File: src/rtl/psec6_spi_pkg.sv
// Shared types and register map for the psec6 SPI controller.
package psec6_spi_pkg;

  localparam logic [6:0] ADDR_VCO_BAND   = 7'd1;
  localparam logic [6:0] ADDR_TRIG_MASK  = 7'd2;
  localparam logic [6:0] ADDR_INST       = 7'd3;
  localparam logic [6:0] ADDR_MODE       = 7'd4;
  localparam logic [6:0] ADDR_DISC_POL   = 7'd5;
  localparam logic [6:0] ADDR_REFCLK_SEL = 7'd6;
  localparam logic [6:0] ADDR_SLOW_MODE  = 7'd7;
  localparam logic [6:0] ADDR_TRIG_DELAY = 7'd8;
  localparam logic [6:0] ADDR_PLL_SWITCH = 7'd9;

  localparam logic [7:0] INST_RST     = 8'd1;
  localparam logic [7:0] INST_READOUT = 8'd2;
  localparam logic [7:0] INST_START   = 8'd3;

  typedef struct packed {
    logic       rw;
    logic [6:0] addr;
    logic [7:0] data;
  } spi_frame_t;

  typedef enum logic [2:0] {
    ST_IDLE,
    ST_SETUP,
    ST_SHIFT,
    ST_HOLD,
    ST_GAP
  } ctrl_state_t;

endpackage

File: src/rtl/psec6_spi_ctrl_tick.sv
// Half-period timer: one-cycle tick every CLK_DIV cycles while enabled, cleared when disabled.
module psec6_spi_ctrl_tick #(
  parameter int CLK_DIV = 2
) (
  input  logic clk,
  input  logic rst,
  input  logic en_i,
  output logic tick_o
);

  localparam int CW = $clog2(CLK_DIV + 1);
  localparam logic [CW-1:0] LAST = CW'(CLK_DIV - 1);

  logic [CW-1:0] cnt_q;

  assign tick_o = en_i && (cnt_q == LAST);

  always_ff @(posedge clk or posedge rst) begin
    if (rst)                  cnt_q <= '0;
    else if (!en_i || tick_o) cnt_q <= '0;
    else                      cnt_q <= cnt_q + 1'b1;
  end

endmodule

File: src/rtl/psec6_spi_ctrl.sv
// SPI initiator for psec6_spi: 16-bit {rw,addr,data} frames, cs active-high, mode 0.
// Define PSEC6_SPI_CTRL_VERIFY_EN to follow every write with an automatic readback frame.
module psec6_spi_ctrl
  import psec6_spi_pkg::*;
#(
  parameter int CLK_DIV = 2,
  parameter int CS_GAP  = 4
) (
  input  logic       clk,
  input  logic       rst,
  input  logic       req_valid,
  output logic       req_ready,
  input  logic       req_rw,
  input  logic [6:0] req_addr,
  input  logic [7:0] req_wdata,
  output logic       rsp_valid,
  output logic [7:0] rsp_rdata,
  output logic       rsp_addr_err,
  output logic       rsp_verify_err,
  output logic       cs,
  output logic       spi_clk,
  output logic       pico,
  input  logic       poci
);

  localparam int GW = $clog2(CS_GAP + 1);

  ctrl_state_t   state_q;
  spi_frame_t    frame_q;
  logic [15:0]   fbits;
  logic [4:0]    bit_q;
  logic [GW-1:0] gap_q;
  logic [7:0]    sh_q;
  logic          err_acc_q;
  logic          tick;

  assign fbits     = frame_q;
  assign req_ready = (state_q == ST_IDLE);

  psec6_spi_ctrl_tick #(.CLK_DIV(CLK_DIV)) u_tick (
    .clk    (clk),
    .rst    (rst),
    .en_i   (state_q inside {ST_SETUP, ST_SHIFT, ST_HOLD}),
    .tick_o (tick)
  );

`ifdef PSEC6_SPI_CTRL_VERIFY_EN
  logic       vfy_q;
  logic [7:0] wd_q;
  logic       verify_err_q;
  assign rsp_verify_err = verify_err_q;
`else
  assign rsp_verify_err = 1'b0;
`endif

  always_ff @(posedge clk or posedge rst) begin
    if (rst) begin
      state_q      <= ST_IDLE;
      frame_q      <= '0;
      bit_q        <= '0;
      gap_q        <= '0;
      sh_q         <= '0;
      err_acc_q    <= 1'b0;
      cs           <= 1'b0;
      spi_clk      <= 1'b0;
      pico         <= 1'b0;
      rsp_valid    <= 1'b0;
      rsp_rdata    <= '0;
      rsp_addr_err <= 1'b0;
`ifdef PSEC6_SPI_CTRL_VERIFY_EN
      vfy_q        <= 1'b0;
      wd_q         <= '0;
      verify_err_q <= 1'b0;
`endif
    end else begin
      rsp_valid <= 1'b0;
      case (state_q)
        ST_IDLE: if (req_valid) begin
          frame_q   <= '{rw: req_rw, addr: req_addr, data: (req_rw ? req_wdata : 8'h00)};
          state_q   <= ST_SETUP;
          cs        <= 1'b1;
          pico      <= req_rw;
          bit_q     <= '0;
          sh_q      <= '0;
          err_acc_q <= 1'b0;
`ifdef PSEC6_SPI_CTRL_VERIFY_EN
          vfy_q     <= 1'b0;
`endif
        end
        ST_SETUP: if (tick) begin
          state_q <= ST_SHIFT;
          spi_clk <= 1'b1;
        end
        ST_SHIFT: if (tick) begin
          // High half ends: fall, sample poci, advance pico. Low half ends: rise or finish.
          if (spi_clk) begin
            spi_clk <= 1'b0;
            if (bit_q < 5'd8) err_acc_q <= err_acc_q | poci;
            else              sh_q      <= {sh_q[6:0], poci};
            if (bit_q != 5'd15) pico <= fbits[4'd14 - bit_q[3:0]];
          end else if (bit_q == 5'd15) begin
            state_q <= ST_HOLD;
          end else begin
            bit_q   <= bit_q + 5'd1;
            spi_clk <= 1'b1;
          end
        end
        ST_HOLD: if (tick) begin
          cs      <= 1'b0;
          state_q <= ST_GAP;
          gap_q   <= '0;
`ifdef PSEC6_SPI_CTRL_VERIFY_EN
          if (frame_q.rw && !vfy_q) begin
            vfy_q <= 1'b1;
            wd_q  <= frame_q.data;
          end else begin
            rsp_valid    <= 1'b1;
            rsp_rdata    <= sh_q;
            rsp_addr_err <= err_acc_q;
            verify_err_q <= vfy_q && (sh_q != wd_q);
          end
`else
          rsp_valid    <= 1'b1;
          rsp_rdata    <= sh_q;
          rsp_addr_err <= err_acc_q;
`endif
        end
        ST_GAP: begin
          if (gap_q == GW'(CS_GAP - 1)) begin
            state_q <= ST_IDLE;
`ifdef PSEC6_SPI_CTRL_VERIFY_EN
            // Write just finished: read the same address back; err_acc_q keeps accumulating.
            if (vfy_q && frame_q.rw) begin
              frame_q <= '{rw: 1'b0, addr: frame_q.addr, data: 8'h00};
              state_q <= ST_SETUP;
              cs      <= 1'b1;
              pico    <= 1'b0;
              bit_q   <= '0;
              sh_q    <= '0;
            end
`endif
          end else begin
            gap_q <= gap_q + 1'b1;
          end
        end
        default: state_q <= ST_IDLE;
      endcase
    end
  end

endmodule

File: config.mk
export PLATFORM = sky130hd
export DESIGN_NAME = psec6_spi_ctrl
export DESIGN_NICKNAME = d
export VERILOG_FILES = /design/src/rtl/psec6_spi_pkg.sv /design/src/rtl/psec6_spi_ctrl_tick.sv /design/src/rtl/psec6_spi_ctrl.sv
export SDC_FILE = /design/constraint.sdc
export NUM_CORES = 1
export LEC_CHECK = 0
export CAP_MARGIN = 30
export CORE_UTILIZATION = 50
export CTS_BUF_LIST = sky130_fd_sc_hd__clkbuf_16
export CTS_CLUSTER_SIZE = 8
export DETAILED_ROUTE_END_ITERATION = 7
export DONT_BUFFER_PORTS = 1
export PLACE_DENSITY = 0.66
export SYNTH_ARGS = -nofsm -noshare
export SYNTH_HDL_FRONTEND = slang
export SYNTH_SLANG_ARGS = --single-unit
File: constraint.sdc
create_clock -name clk -period 2.17 [get_ports clk]
set_input_delay 0.434 -clock clk [delete_from_list [all_inputs] [get_ports clk]]
set_output_delay 0.434 -clock clk [all_outputs]
set_load 0.05 [all_outputs]
# ---- After elaboration in Yosys (flattened, before gate mapping)
# Cells that the tools add are included.
dict set report totals {
  out_inout_bits 15
  latch_bits 0
  word_cells 107
  mem_bits_rw 0
  n_memories 0
  in_bits 20
  rom_bits 0
  ff_bits 51
}
dict set report classes {
  n_addsub 4
  bitwise_logic 1
  shift 0
  eq_ne 21
  reduce_logical 19
  n_mux 45
  multipliers 0
  div 0
  magnitude_cmp 2
}
# cell n
set op_table {}
lappend op_table {{$mux W8} 5}
lappend op_table {{$mux W3} 9}
lappend op_table {{$mux W5} 4}
lappend op_table {{$reduce_and A5 Y1} 4}
lappend op_table {{$mux W1} 17}
lappend op_table {{$pmux W8 S2} 1}
lappend op_table {{$pmux W3 S5} 1}
lappend op_table {{$ne A2 B2 Y1 const B} 7}
lappend op_table {{$ne A2 B1 Y1 const B} 6}
lappend op_table {{$pmux W5 S2} 1}
lappend op_table {{$eq A3 B2 Y1 const B} 3}
lappend op_table {{$reduce_and A3 Y1} 3}
lappend op_table {{$pmux W1 S2} 4}
lappend op_table {{$reduce_bool A2 Y1} 4}
lappend op_table {{$reduce_and A7 Y1} 1}
lappend op_table {{$pmux W3 S2} 1}
lappend op_table {{$add A5 B1 Y5 const B} 1}
lappend op_table {{$eq A5 B4 Y1 const B} 1}
lappend op_table {{$lt A4 B5 Y1 const B} 1}
lappend op_table {{$lt A5 B4 Y1 const B} 1}
lappend op_table {{$ne A5 B4 Y1 const B} 1}
lappend op_table {{$bmux W1 S4} 1}
lappend op_table {{$reduce_and A2 Y1} 2}
lappend op_table {{$sub A4 B4 Y4 const A} 1}
lappend op_table {{other kinds (12)} 12}

# ---- Depth between registers and ports, before layout
dict set report logic_depth {
  depth_word 7
  mapped_depth 8
  depth_no_buf 7
}

# ---- Cells and area by module
# From an unflattened synthesis, not the netlist that was laid out.
dict set report hier_totals {
  hier_cells 245
  area_unflattened_um2 2389.8
}
# module cells_each area_per_inst_um2 seq_area_each_um2 instances
set by_module_without_submodules {}
lappend by_module_without_submodules {psec6_spi_ctrl 237 2288.4 1226.2 1}
lappend by_module_without_submodules {psec6_spi_ctrl_tick 8 101.3 50.0 1}

# ---- Least setup slack after synthesis
# OpenSTA, ideal clock, no wires.
dict set report synth_path {
  kind {register -> output}
  from {register state_q[1]}
  to {output req_ready}
  t_arrival_ns 1.674
  required_ns 1.736
  path_slack_ns 0.062
  path_buffers 1
  stages_incl_launch_ff 3
  cell_sequence {dfrtp_1 buf_6 nor3_1}
}
dict set report synth_via {
  elab_chain_cells 1
}
# item line_no
set synth_rtl {}
lappend synth_rtl {{start, declared} psec6_spi_ctrl.sv:28} ;# ctrl_state_t state_q;
lappend synth_rtl {{start signal, assigned} psec6_spi_ctrl.sv:58} ;# state_q <= ST_IDLE;
lappend synth_rtl {{start signal, assigned} psec6_spi_ctrl.sv:80} ;# state_q <= ST_SETUP;
lappend synth_rtl {{start signal, assigned} psec6_spi_ctrl.sv:91} ;# state_q <= ST_SHIFT;
lappend synth_rtl {{$logic_not A3 Y1} psec6_spi_ctrl.sv:38} ;# assign req_ready = (state_q == ST_IDLE);
lappend synth_rtl {{end, declared} psec6_spi_ctrl.sv:12} ;# output logic req_ready,
# No other way between the ends.

# ---- Worst setup path after layout
dict set report layout_path {
  from {register bit_q[1]}
  to {register pico}
}
dict set report layout_via {
  elab_chain_cells 7
  elab_cells_between_ends 10
  cone_classes {add/sub: 1; eq/ne: 2; mux: 6; reduce/logical: 1}
}
# item line_no
set layout_rtl {}
lappend layout_rtl {{start, declared} psec6_spi_ctrl.sv:31} ;# logic [4:0] bit_q;
lappend layout_rtl {{start signal, assigned} psec6_spi_ctrl.sv:104} ;# bit_q <= bit_q + 5'd1;
lappend layout_rtl {{$sub A4 B4 Y4} psec6_spi_ctrl.sv:100} ;# if (bit_q != 5'd15) pico <= fbits[4'd14 - bit_q[3:0]];
lappend layout_rtl {{$bmux W1 S4} psec6_spi_ctrl.sv:100}
lappend layout_rtl {{$mux W1 (not written as such)} psec6_spi_ctrl.sv:100}
lappend layout_rtl {{$mux W1} psec6_spi_ctrl.sv:100}
lappend layout_rtl {{$mux W1} psec6_spi_ctrl.sv:96} ;# if (spi_clk) begin
lappend layout_rtl {{$mux W1} psec6_spi_ctrl.sv:94} ;# ST_SHIFT: if (tick) begin
lappend layout_rtl {{$pmux W1 S2} psec6_spi_ctrl.sv:77} ;# case (state_q)
lappend layout_rtl {{end signal, assigned} psec6_spi_ctrl.sv:82} ;# pico <= req_rw;
lappend layout_rtl {{end signal, assigned} psec6_spi_ctrl.sv:100}
lappend layout_rtl {{end, declared} psec6_spi_ctrl.sv:22} ;# output logic pico,
# Parallel ways exist; a longest one is shown, timed or not. The select of a mux whose other input is x is not followed.
# A chain may end at the register's enable or synchronous reset.

==> run_results.csv <==
group,metric,value,unit
sta,hold_viol,0,
cells_and_area,nets,267,
critical_path,worstPathCellList,"ha_1, xnor2_1, mux4_2, o211ai_1, a31oi_1",
yosys,ys.warnings.count,0,
global_route,grt_pass1_vias,1555,
clocking,tritoncts,"built",
cells_and_area,fin_util,58.5,%
clocking,post_cts_buffers,0,
sta,fmax,531,MHz
sta,post-route-min-period,1880,ps
sta,finalCritPeriodShare,86.8,%
critical_path,r2r-end,"pico",
clocking,clock_latency,290,ps
critical_path,crit_path_start_kind,"flip-flop",
yosys,syn_area_per_cell,10.1,um2
clocking,cts.htree.levels,2,
sta,clock_skew,6.89,ps
routing,first_pass_iters,4,
critical_path,cp-end-kind,"flip-flop",
yosys,ys.flop_type,"dfrtp_1",
global_route,grt_pass1_wl,7020,um
yosys,syn_inst,240,
floorplanning,die_area,5110,um2
cells_and_area,layout_common_cells,"81 x nand2_1, 51 x dfrtp_1, 13 x nand3_1",
critical_path,cp_slowest_cell,"xnor2_1",
cells_and_area,layout.cells.non_filler,295,
cells_and_area,multi_input_area,1030,um2
power_and_ir_drop,peakVddDrop,0.729,mV
clocking,path_clk_slew,70,ps
critical_path,crit_type,"reg -> reg",
yosys,async_flop_share,100,%
routing,viasPerCell,5.58,
global_route,grt_usage,17.7,%
yosys,synth_top_area_share,52.8,%
yosys,ys_seq_elements,51,
floorplanning,num_rows,24,
global_route,antenna_found_initial,0,
yosys,synth_edf_count,0,
routing,drtIter0Drc,84,
critical_path,worst-path-buf-inv,0,
sta,setup_viol,0,
global_route,globalRouteOverflowTotal,0,
routing,drcViolationCount,0,
critical_path,path_delay_family,"XOR/XNOR gates",
floorplanning,die_y,71.5,um
cells_and_area,fill_cells,402,
job,cap_viol_max_count,0,
floorplanning,start_util,53.6,%
power_and_ir_drop,total_leakage_power,1.29,nW
critical_path,r2r_slack,290,ps
clocking,ctsResizeCount,0,
floorplanning,pin_count,35,
floorplanning,dieWidth,71.5,um
floorplanning,core-area,4500,um2
clocking,holdBufCountCts,0,
place,dpl.hpwl,2890,um
cells_and_area,fin_area,2630,um2
yosys,ys_types,45,
sta,tns,0,ps
yosys,synth.area.top_cells,"dfrtp_1 53%, nand2_1 13%, a22o_1 2.9%",
clocking,clockBufferDepth,2,
cells_and_area,register_area,1280,um2
global_route,grt_max_degree,52,
yosys,syn_area,2410,um2
place,place_area,2460,um2
power_and_ir_drop,power.density,1310,nW/um2
clocking,clock-sinks,51,
critical_path,r2r_cells,5,
critical_path,critPathMaxFanout,6,
hold_path,hp-class,"in -> async",
routing,ant_nets,0,
routing,drt-total-wl,4150,um
routing,num_vias,1646,
place,post-place-cells,287,
sta,report.final.slew_viol_count,0,
sta,slew_headroom,58.4,%
routing,wl_per_cell,14.1,um
yosys,ys_seq_area_share,52.8,%
cells_and_area,n_antenna_cell,0,
yosys,syn_nets,265,
yosys,synth_top_area_cell,"dfrtp_1",
clocking,cts_root_buffer,"clkbuf_16",
critical_path,critPathArrivalTime,2050,ps
sta,worstMarginPinSlew,625,ps
clocking,numCtsBuffers,5,
critical_path,slowest_delay,430,ps
place,place.gp.congestion,0.798,
cells_and_area,drive_above_1_share,12.8,%
status,status,"finished clean",
critical_path,r2r-start,"bit_q[1]",
critical_path,critPathRequiredTime,2340,ps
place,port_buffers,0,
cells_and_area,layout_commonest_cell,"nand2_1",
sta,rsz0062_at_grt,"no",
cells_and_area,area_growth,9.07,%
-- sequential cells by signal, summed over array words and instances (netlist names), 2 cells and up --
signal	count
fbits	16
rsp_rdata	8
bit_q	5
state_q	3
gap_q	3
u_tick.cnt_q	2
sh_q	8
-- power breakdown --
| part | leakage, nW | internal [mW] | switching, mW |
|---|---|---|---|
| Clock | 0.0838 | 0.544 | 0.342 |
| Sequential | 0.673 | 1.19 | 0.283 |
| Combinational | 0.532 | 0.433 | 0.659 |
| Total | 1.29 | 2.17 | 1.28 |
-- cell type report --
type,instances,share of cell area (%)
Sequential cell,51,48.5
Multi-Input combinational cell,169,39.0
Clock buffer,5,4.75
Timing Repair Buffer,7,2.47
Tap cell,52,2.47
Clock inverter,3,1.66
Inverter,8,1.14
-- kinds of logic after synthesis --
logic type,Yosys count,share of synthesized area [%]
other,1,0.155
buffers and inverters,20,4.77
XOR/XNOR,4,1.45
AND/OR/NAND/NOR,118,21.9
flip-flops,51,52.8
AO/OA/AOI/OAI,35,12.2
adder cells (fa/ha/maj),5,2.59
multiplexers,6,4.09
-- routing by layer --
metal | up-vias | global-route usage, % | share of wire, %
met4 | 0 | 5.88 | 1.6
li1 | 819 | - | -
met1 | 785 | 23.0 | 48
met2 | 34 | 28.7 | 46
met5 | - | 0 | 0
met3 | 8 | 5.34 | 4.7
-- worst register-to-register path, cell delays in order, from the launching register on --
cell      delay (ps)
dfrtp_1          410
ha_1             260
xnor2_1          430
mux4_2           400
o211ai_1         180
a31oi_1           90
-- worst max path at each step --
stage,from,endpoint,depth (start not counted)
finish,bit_q[1],pico,5
global route,bit_q[1],pico,5
CTS,bit_q[1],pico,5
detailed placement,bit_q[1],pico,5
global placement,bit_q[1],pico,5
floorplan,state_q[1],req_ready,2
-- cells in the mapped netlist, types with 2 or more instances --
cell type and n:
o31ai_1 4, inv_1 7, nor4_1 2, and3_1 2, nand3_1 13, o21ai_0 5, clkbuf_1 2, nor2_1 7
buf_2 5, o21a_1 2, ha_1 5, a22o_1 8, mux4_2 3, nor3_1 4, nand2_1 81, dfrtp_1 51
mux2i_1 2, a21oi_1 2, o21ai_1 2, xor2_1 3, a31oi_1 3, buf_6 4
-- stage by stage --
step                setup WS [ps]  total power, mW  hold slack [ps]
floorplan                    61.6             2.38              418
global placement              295             2.58              386
detailed placement            310             2.60              389
CTS                           296             3.49             81.3
global route                  195             3.66             81.9
finish                        286             3.45             63.2
No activity file was read; power rests on OpenSTA's default activity.
